===== config.mk =====
export PLATFORM = sky130hd
export DESIGN_NAME = load_hazard_scoreboard
export DESIGN_NICKNAME = d
export VERILOG_FILES = /design/src/rtl/load_hazard_scoreboard.sv
export SDC_FILE = /design/constraint.sdc
export NUM_CORES = 1
export LEC_CHECK = 0
export BUFFER_PORTS_ARGS = -buffer_cell sky130_fd_sc_hd__buf_2
export CAP_MARGIN = 20
export CORE_ASPECT_RATIO = 0.8
export CORE_UTILIZATION = 44
export CTS_CLUSTER_SIZE = 24
export DETAILED_ROUTE_END_ITERATION = 6
export GPL_TIMING_DRIVEN = 0
export PLACE_DENSITY = 0.67
export SLEW_MARGIN = 20
export SYNTH_ARGS = -nofsm -noshare
export SYNTH_HDL_FRONTEND = slang
export SYNTH_SLANG_ARGS = --single-unit

===== constraint.sdc =====
create_clock -name clk -period 3.9 [get_ports clk]
set_input_delay 0.195 -clock clk [delete_from_list [all_inputs] [get_ports clk]]
set_output_delay 0.195 -clock clk [all_outputs]
set_load 0.01 [all_outputs]

===== src/rtl/load_hazard_scoreboard.sv =====
// ============================================================================
// Module   : load_hazard_scoreboard
// Purpose  : Register-pending scoreboard between ID and EX. It marks the
//            destination registers of loads in flight and stalls ID on
//            RAW/WAW hazards against them, or when the load capacity is full.
//            Marks clear when the load's data returns at writeback.
// Options  : `define STALL_PERF_CNT_EN adds the stall_cycles counter output.
// Revision : 1.0 - initial release
// ============================================================================
`default_nettype none

module load_hazard_scoreboard #(
  parameter int MAX_LOADS = 2
) (
  input  logic        clk,
  input  logic        rst,
  input  logic        id_valid,
  input  logic        id_flush,
  input  logic [4:0]  id_rs1_addr,
  input  logic [4:0]  id_rs2_addr,
  input  logic        id_uses_rs1,
  input  logic        id_uses_rs2,
  input  logic        id_reg_write,
  input  logic [4:0]  id_rd_addr,
  input  logic        id_is_load,
  input  logic        ld_wb_valid,
  input  logic [4:0]  ld_wb_rd_addr,
  output logic        stall_id,
  output logic [31:0] pending,
  output logic [2:0]  outstanding,
  output logic        sb_error
`ifdef STALL_PERF_CNT_EN
  ,
  output logic [31:0] stall_cycles
`endif
);

  localparam logic [2:0] C_MAX_LOADS = 3'(MAX_LOADS);

  logic [31:0] pending_q, pending_d;
  logic [2:0]  outstanding_q, outstanding_d;
  logic        sb_error_q, sb_error_d;

  logic [31:0] pending_eff;
  logic [2:0]  outstanding_eff;
  logic        wb_hit;
  logic        wb_dec;
  logic        raw1, raw2, waw, cap;
  logic        issue;

  // Writeback hit/miss, the write-through view of pending, and hazard detection.
  always_comb begin
    wb_hit          = ld_wb_valid && (ld_wb_rd_addr != 5'd0) && pending_q[ld_wb_rd_addr];
    // A hit always has a matching in-flight load; the guard only keeps the
    // counter from wrapping should that invariant ever be broken.
    wb_dec          = wb_hit && (outstanding_q != 3'd0);
    pending_eff     = pending_q;
    if (wb_hit) begin
      pending_eff[ld_wb_rd_addr] = 1'b0;
    end
    outstanding_eff = outstanding_q - {2'b00, wb_dec};

    raw1 = id_uses_rs1  && (id_rs1_addr != 5'd0) && pending_eff[id_rs1_addr];
    raw2 = id_uses_rs2  && (id_rs2_addr != 5'd0) && pending_eff[id_rs2_addr];
    waw  = id_reg_write && (id_rd_addr  != 5'd0) && pending_eff[id_rd_addr];
    cap  = id_is_load   && (outstanding_eff == C_MAX_LOADS);

    stall_id = id_valid && !id_flush && (raw1 || raw2 || waw || cap);
    issue    = id_valid && !id_flush && !stall_id && id_is_load && (id_rd_addr != 5'd0);
  end

  // Next-state: clear on hit, set on issue (set wins), sticky error on miss.
  always_comb begin
    pending_d = pending_eff;
    if (issue) begin
      pending_d[id_rd_addr] = 1'b1;
    end
    pending_d[0]  = 1'b0;
    outstanding_d = outstanding_eff + {2'b00, issue};
    sb_error_d    = sb_error_q || (ld_wb_valid && !wb_hit);
  end

  // Scoreboard state registers.
  always_ff @(posedge clk or posedge rst) begin
    if (rst) begin
      pending_q     <= 32'd0;
      outstanding_q <= 3'd0;
      sb_error_q    <= 1'b0;
    end else begin
      pending_q     <= pending_d;
      outstanding_q <= outstanding_d;
      sb_error_q    <= sb_error_d;
    end
  end

  assign pending     = pending_q;
  assign outstanding = outstanding_q;
  assign sb_error    = sb_error_q;

`ifdef STALL_PERF_CNT_EN
  logic [31:0] stall_cycles_q, stall_cycles_d;

  // Count every cycle in which ID is held; wraps naturally at 2^32.
  always_comb begin
    stall_cycles_d = stall_cycles_q + {31'd0, stall_id};
  end

  // Stall counter register.
  always_ff @(posedge clk or posedge rst) begin
    if (rst) begin
      stall_cycles_q <= 32'd0;
    end else begin
      stall_cycles_q <= stall_cycles_d;
    end
  end

  assign stall_cycles = stall_cycles_q;
`endif

endmodule

`default_nettype wire


After elaboration in Yosys (flattened, before gate mapping)
Cells that the tools add are included.
{"block": "word_totals", "ff_bits": 35, "latchBits": 0, "mem_bits_rw": 0, "mem_bits_ro": 0, "out_inout_bits": 37, "wordCells": 59, "n_memories": 0}
{"block": "classes", "add_sub_neg": 2, "n_mul": 0, "div_mod_pow": 0, "magnitude_cmp": 6, "eq_ne": 1, "n_shift": 0, "n_mux": 14, "bitwise": 3, "n_reduce_logical": 30}
{"op": "32-bit two-way mux", "n": 2}
{"op": "32-bit bitwise AND", "n": 1}
{"op": "32-bit inverter", "n": 1}
{"op": "32-bit bitwise OR", "n": 1}
{"op": "5-bit by 6-bit less-than comparator with 1-bit output (second input constant)", "n": 4}
{"op": "1-bit binary-select mux with 5-bit select", "n": 4}
{"op": "5-bit nonzero test", "n": 4}
{"op": "1-bit logical AND", "n": 18}
{"op": "1-bit demux with 5-bit select", "n": 2}
{"op": "5-bit by 1-bit >= comparator with 1-bit output (second input constant)", "n": 2}
{"op": "1-bit two-way mux", "n": 6}
{"op": "1-bit logical OR", "n": 4}
{"op": "3-bit by 1-bit adder with 3-bit output", "n": 1}
{"op": "3-bit by 2-bit == test with 1-bit output (second input constant)", "n": 1}
{"op": "1-bit logical NOT", "n": 3}
{"op": "3-bit nonzero test", "n": 1}
{"op": "3-bit by 1-bit subtractor with 3-bit output", "n": 1}

Depth between registers and ports, before layout
{"block": "depth", "depth_word": 19, "ltp_mapped": 22}

Worst setup path before layout
No wires, ideal clock.
{"block": "synth_path", "path_type": "register to register", "from": "register pending_q[1] (netlist: pending[1])", "to": "register outstanding_q[1] (netlist: outstanding[1])", "setup_time_ns": 0.126, "arrival_time_ns": 3.719, "required_time_ns": 3.774, "setup_slack_ns": 0.055, "path_stages_with_launch": 20, "n_path_buf": 2, "cell_sequence": "dfrtp_1 -> mux2_2 -> a221oi_2 -> nor4_2 -> a211oi_4 -> buf_6 -> buf_6 -> nor2_1 -> ha_1 -> ha_1 -> xnor2_1 -> nand3_1 -> nor2_1 -> nor2_1 -> o311ai_1 -> nor4_2 -> nor2_1 -> nor4_1 -> ha_1 -> ha_1"}
{"block": "synth_between", "elab_chain_len": 16, "elab_cells_between_ends": 27}
{"item": "from (decl)", "line_no": "40", "source": "logic [31:0] pending_q, pending_d;"}
{"item": "from (signal assigned)", "line_no": "90", "source": "pending_q <= pending_d;"}
{"item": "1-bit binary-select mux with 5-bit select", "line_no": "53", "source": "wb_hit = ld_wb_valid && (ld_wb_rd_addr != 5'd0) && pending_q[ld_wb_rd_addr];"}
{"item": "1-bit two-way mux (implied by the code)", "line_no": "53"}
{"item": "1-bit logical AND", "line_no": "53"}
{"item": "32-bit two-way mux", "line_no": "58", "source": "if (wb_hit) begin"}
{"item": "1-bit binary-select mux with 5-bit select (on tied branches)", "line_no": "63, 64"}
{"item": "1-bit two-way mux (on tied branches)", "line_no": "63, 64"}
{"item": "1-bit logical AND (on tied branches)", "line_no": "63, 64"}
{"item": "1-bit logical OR (3 in a row)", "line_no": "68", "source": "stall_id = id_valid && !id_flush && (raw1 || raw2 || waw || cap);"}
{"item": "1-bit logical AND", "line_no": "68"}
{"item": "1-bit logical NOT", "line_no": "69", "source": "issue = id_valid && !id_flush && !stall_id && id_is_load && (id_rd_addr != 5'd0);"}
{"item": "1-bit logical AND (3 in a row)", "line_no": "69"}
{"item": "3-bit by 1-bit adder with 3-bit output *", "line_no": "79", "source": "outstanding_d = outstanding_eff + {2'b00, issue};"}
{"item": "via outstanding_d[1]", "line_no": "41", "source": "logic [2:0] outstanding_q, outstanding_d;"}
{"item": "to (signal assigned)", "line_no": "91", "source": "outstanding_q <= outstanding_d;"}
{"item": "to (decl)", "line_no": "41"}
The timed path passes the listed nets; every way through them passes the cells marked *. The select of a mux whose other input is x is not followed.

Worst setup path in the final report
{"block": "layout_path", "from": "register pending_q[4] (netlist: pending[4])", "to": "output port stall_id"}
{"block": "layout_between", "elab_chain_len": 11, "elab_cells_between_ends": 22}
{"item": "1-bit binary-select mux with 5-bit select", "line_no": "53"}
{"item": "1-bit two-way mux (implied by the code)", "line_no": "53"}
{"item": "1-bit logical AND", "line_no": "53"}
{"item": "32-bit two-way mux", "line_no": "58"}
{"item": "1-bit binary-select mux with 5-bit select (on tied branches)", "line_no": "63, 64"}
{"item": "1-bit two-way mux (on tied branches)", "line_no": "63, 64"}
{"item": "1-bit logical AND (on tied branches)", "line_no": "63, 64"}
{"item": "1-bit logical OR (2 in a row)", "line_no": "68"}
{"item": "1-bit logical OR *", "line_no": "68"}
{"item": "1-bit logical AND *", "line_no": "68"}
{"item": "to (decl)", "line_no": "28", "source": "output logic stall_id,"}
Every way passes the cells marked *; elsewhere a longest branch is shown, timed or not. The select of a mux whose other input is x is not followed.

==> summary.log <==
[outcome] result of the run complete, but fails checks
[outcome] failing checks negative setup slack
[critical_path] required time of the worst setup path 3700 ps
[clock_network] Clk Latency, worst-skew pair 280 ps
[layout] area taken by multi-input logic gates 3104 um2
[clock_network] buffer depth of the longest clock path 2
[timing] Rel. slew slack 32.97%
[routing] detail-routed net length per standard cell 27.31 um
[grt] antenna violations before repair 0
[critical_path] cells traversed along the worst timing path mux2_2, o22ai_1, nor4_4, a211oi_4, buf_6, buf_8, nor2_4, ha_4, ha_4, xnor2_4, nand3_2, nor2_4, nor2_1, o311ai_1, nor4_4, nor2_2, o311a_1, buf_2
[placed_design] routability-driven placement congestion ratio 1.010
[logic_synthesis] post-synthesis instance area 4123 um2
[worst_hold_path] classification of the worst-slack hold path in -> async
[clock_network] H-tree level count 2
[die] total core area 9076 um2
[logic_synthesis] synthesized instance count 508
[logic_synthesis] xor-xnor portion of the synthesized cell area 1.487%
[routing] Remaining DRCs 0
[logic_synthesis] EDFF count, synth 0
[layout] Net count, final 630
[layout] area of all placed cells without fillers 5269 um2
[timing] fin worst setup slack -206.9 ps
[clock_network] clock-pin transition on the worst setup and hold timing paths 60 ps
[power_and_ir_drop] Static Leakage 1.957 nW
[logic_synthesis] synthesized-area fraction occupied by ao, oa, aoi and oai cells 33.66%
[grt] residual overflow from global routing 0
[critical_path] CP startpoint pending[4]
[critical_path] Worst Path Buf+Inv 3
[routing] count of TritonRoute iterations in the first routing pass 5
[logic_synthesis] area fraction in and, or, nand and nor cells after synthesis 25.31%
[timing] Max Clk Rate 0.2435 GHz
[timing] Worst Tran Pin Value 996.9 ps
[clock_network] TritonCTS Buffers 5
[layout] leading cell types in the layout, fill and taps excluded 61 x buf_2, 42 x nor3_1, 34 x nor2_1
[die] height of the die 88.58 um
[logic_synthesis] yosys warns 0
[placed_design] placement-stage cell area 4562 um2
[critical_path] arrival time worst endpoint 3910 ps
[layout] fill count 838
[clock_network] clk root buf clkbuf_16
[critical_path] CP Class reg -> out
[critical_path] Reg-to-Reg Start pending[4]
[logic_synthesis] fraction of registers with async set/reset 100.0%
[timing] Setup TNS Final -1844 ps
[logic_synthesis] portion of netlist area occupied by mux cells 6.555%
[logic_synthesis] Post-Synth Adder-Cell Area 1.214%
[timing] unrepaired setup endpoints after global routing true
[power_and_ir_drop] Max rail drop VDD 0.2909 mV
[layout] antenna diode count 0
[run] number of max-cap violations 0
[critical_path] Worst setup SP type register
[routing] Routed Antenna Nets 0
[placed_design] IO Port Bufs 59
[routing] Vias/cell 6.919
[die] row count 31
[grt] pin count of the biggest net entering global routing 36
[critical_path] Max stage delay cell, worst path dfrtp_1
[power_and_ir_drop] pwr/cell area 353.3 nW/um2
[logic_synthesis] number of register bits inferred by synthesis 35
[logic_synthesis] Avg Inst Size Synth 8.116 um2
[logic_synthesis] part of the Yosys area used for sequential elements 21.24%
[timing] final number of setup-violating endpoints 25
[timing] clock skew 4.619 ps
[logic_synthesis] Top FF cell, synth dfrtp_1
[critical_path] highest fanout seen on the critical path 6
[layout] most frequent standard cell in the layout excluding fill and tap cells buf_2
[die] DIE AREA 9764 um2
[layout] area taken by flip-flops and latches 890.9 um2
[critical_path] family with the most delay on the worst path compound AO/OA/AOI/OAI gates
[layout] fraction of layout cells with a size suffix above 1 39.30%
[routing] wire length reported by the detailed router 19480 um
[critical_path] type of destination of the critical path output pin
[routing] total number of vias 4933
[die] Initial Util 45.42%
[layout] relative area change from synthesis to final layout 27.80%
[critical_path] max incr delay on CP 520 ps
[placed_design] number of cells in the design after placement 682
[clock_network] Clock Sinks 35
[timing] Final period util 105.3%
[grt] wire length of the first global-routing pass 27570 um
[timing] final-report max-slew violation count 0
[routing] DR iter-0 viols 613
[die] floorplan die width 110.2 um
[grt] overall routing resource usage 39.55%
[logic_synthesis] synthesized netlist net count 541
[grt] via count of the first global-routing pass 4316
[clock_network] CTS tree yes
[die] number of placed I/O pins 66
[layout] final standard cell count with taps included and fillers excluded 713
[timing] final critical-path required period 4107 ps
[power_and_ir_drop] Design Power 1.861 mW
[logic_synthesis] Netlist cell types 77
[layout] share of the core filled with cells 58.05%
[logic_synthesis] combinational family with the most area after synthesis compound AO/OA/AOI/OAI gates
[timing] Hold Vio Cnt, Final 0
[placed_design] dpl hpwl 14110 um
## per-layer routing
metal,wire length [um],track usage [%],vias up
met5,0,0,-
met4,717,13.64,0
met3,2253,8.174,60
met2,8290,56.88,330
met1,8213,58.23,2408
li1,-,-,2135
## worst paths after layout
kind                                   to  slack (ps)  cells past startpoint
min                            pending[2]          60                      2
max                              stall_id        -210                     18
max in group asynchronous     pending[25]        3290                      2
max reg2reg                outstanding[2]        -180                     21
min in group clk                 sb_error         320                      2
min reg2reg                      sb_error         460                      1
## where the power goes
part | switching, mW | internal [mW] | leakage [nW] | total, mW
clock network | 0.163 | 0.255 | 0.0731 | 0.419
registers | 0.105 | 0.424 | 0.447 | 0.528
logic | 0.531 | 0.384 | 1.44 | 0.914
total | 0.799 | 1.06 | 1.96 | 1.86
## cell type report
| cell class | instances | area share (%) |
|---|---|---|
| Multi-Input combinational cell | 408 | 58.92 |
| Sequential cell | 35 | 16.91 |
| Timing Repair Buffer | 83 | 10.12 |
| Buffer | 54 | 7.670 |
| Tap cell | 115 | 2.731 |
| Clock buffer | 6 | 2.636 |
| Inverter | 10 | 0.7124 |
| Clock inverter | 2 | 0.3087 |
## cells in the mapped netlist (3+ instances only)
cell type	instances	share of area, %
nand3b_1	6	1.1
buf_6	8	2.2
clkbuf_8	6	2.0
o31ai_2	20	6.1
o211ai_1	6	1.1
o2111ai_1	4	0.85
nor3b_1	4	0.73
a211oi_1	4	0.73
nor2_1	37	3.4
o22ai_1	11	1.7
or2_2	8	1.2
inv_1	10	0.91
o21ai_0	52	6.3
nand2_1	31	2.8
dfrtp_1	35	21
a2111oi_0	3	0.64
nand4_1	7	1.1
a221oi_1	3	0.64
ha_1	4	1.2
nor2b_1	9	1.4
a31oi_1	5	0.76
xor2_1	3	0.64
clkbuf_1	24	2.2
buf_4	5	0.91
or3_1	3	0.46
a21o_1	3	0.55
nand3_1	10	1.2
or3b_2	3	0.64
nand2b_1	6	0.91
o31ai_1	29	5.3
mux2i_1	9	2.2
clkbuf_4	4	0.73
o41ai_1	3	0.64
mux4_2	3	1.6
nor4_1	9	1.4
nor3_1	43	5.2
mux2_2	10	2.7
a21oi_1	7	0.85
xnor2_1	4	0.85
## kinds of logic after synthesis
logic type                 count (synthesis)
buffers and inverters                     65
xor gates and xnor gates                   7
and+or+nand+nor                          194
adders and majority gates                  4
DFF                                       35
muxes                                     22
other                                      1
AOI/OAI and AO/OA                        180
## registers in the layout, summed over array words and instances (netlist names)
signal / cells
pending: 31
sb_error: 1
outstanding: 3
## metrics by stage
stage | hold WS (ps) | worst slack [ps]
4_1_cts | 87.15 | -137.6
5_1_grt | 123.8 | -331.5
2_1_floorplan | 349.3 | 55.24
3_3_place_gp | 432.0 | -739.6
3_5_place_dp | 387.1 | -864.3
6_report | 56.38 | -206.9
## what timing repair did
action                                  4_1_cts  5_1_grt
buffers inserted                             11       11
pin swaps                                     8       22
endpoints found under the setup margin       35       35
gates resized for setup                      24       82
cloned                                        0        2
hold buffers                                  0        0
(Power assumes the default switching activity.)
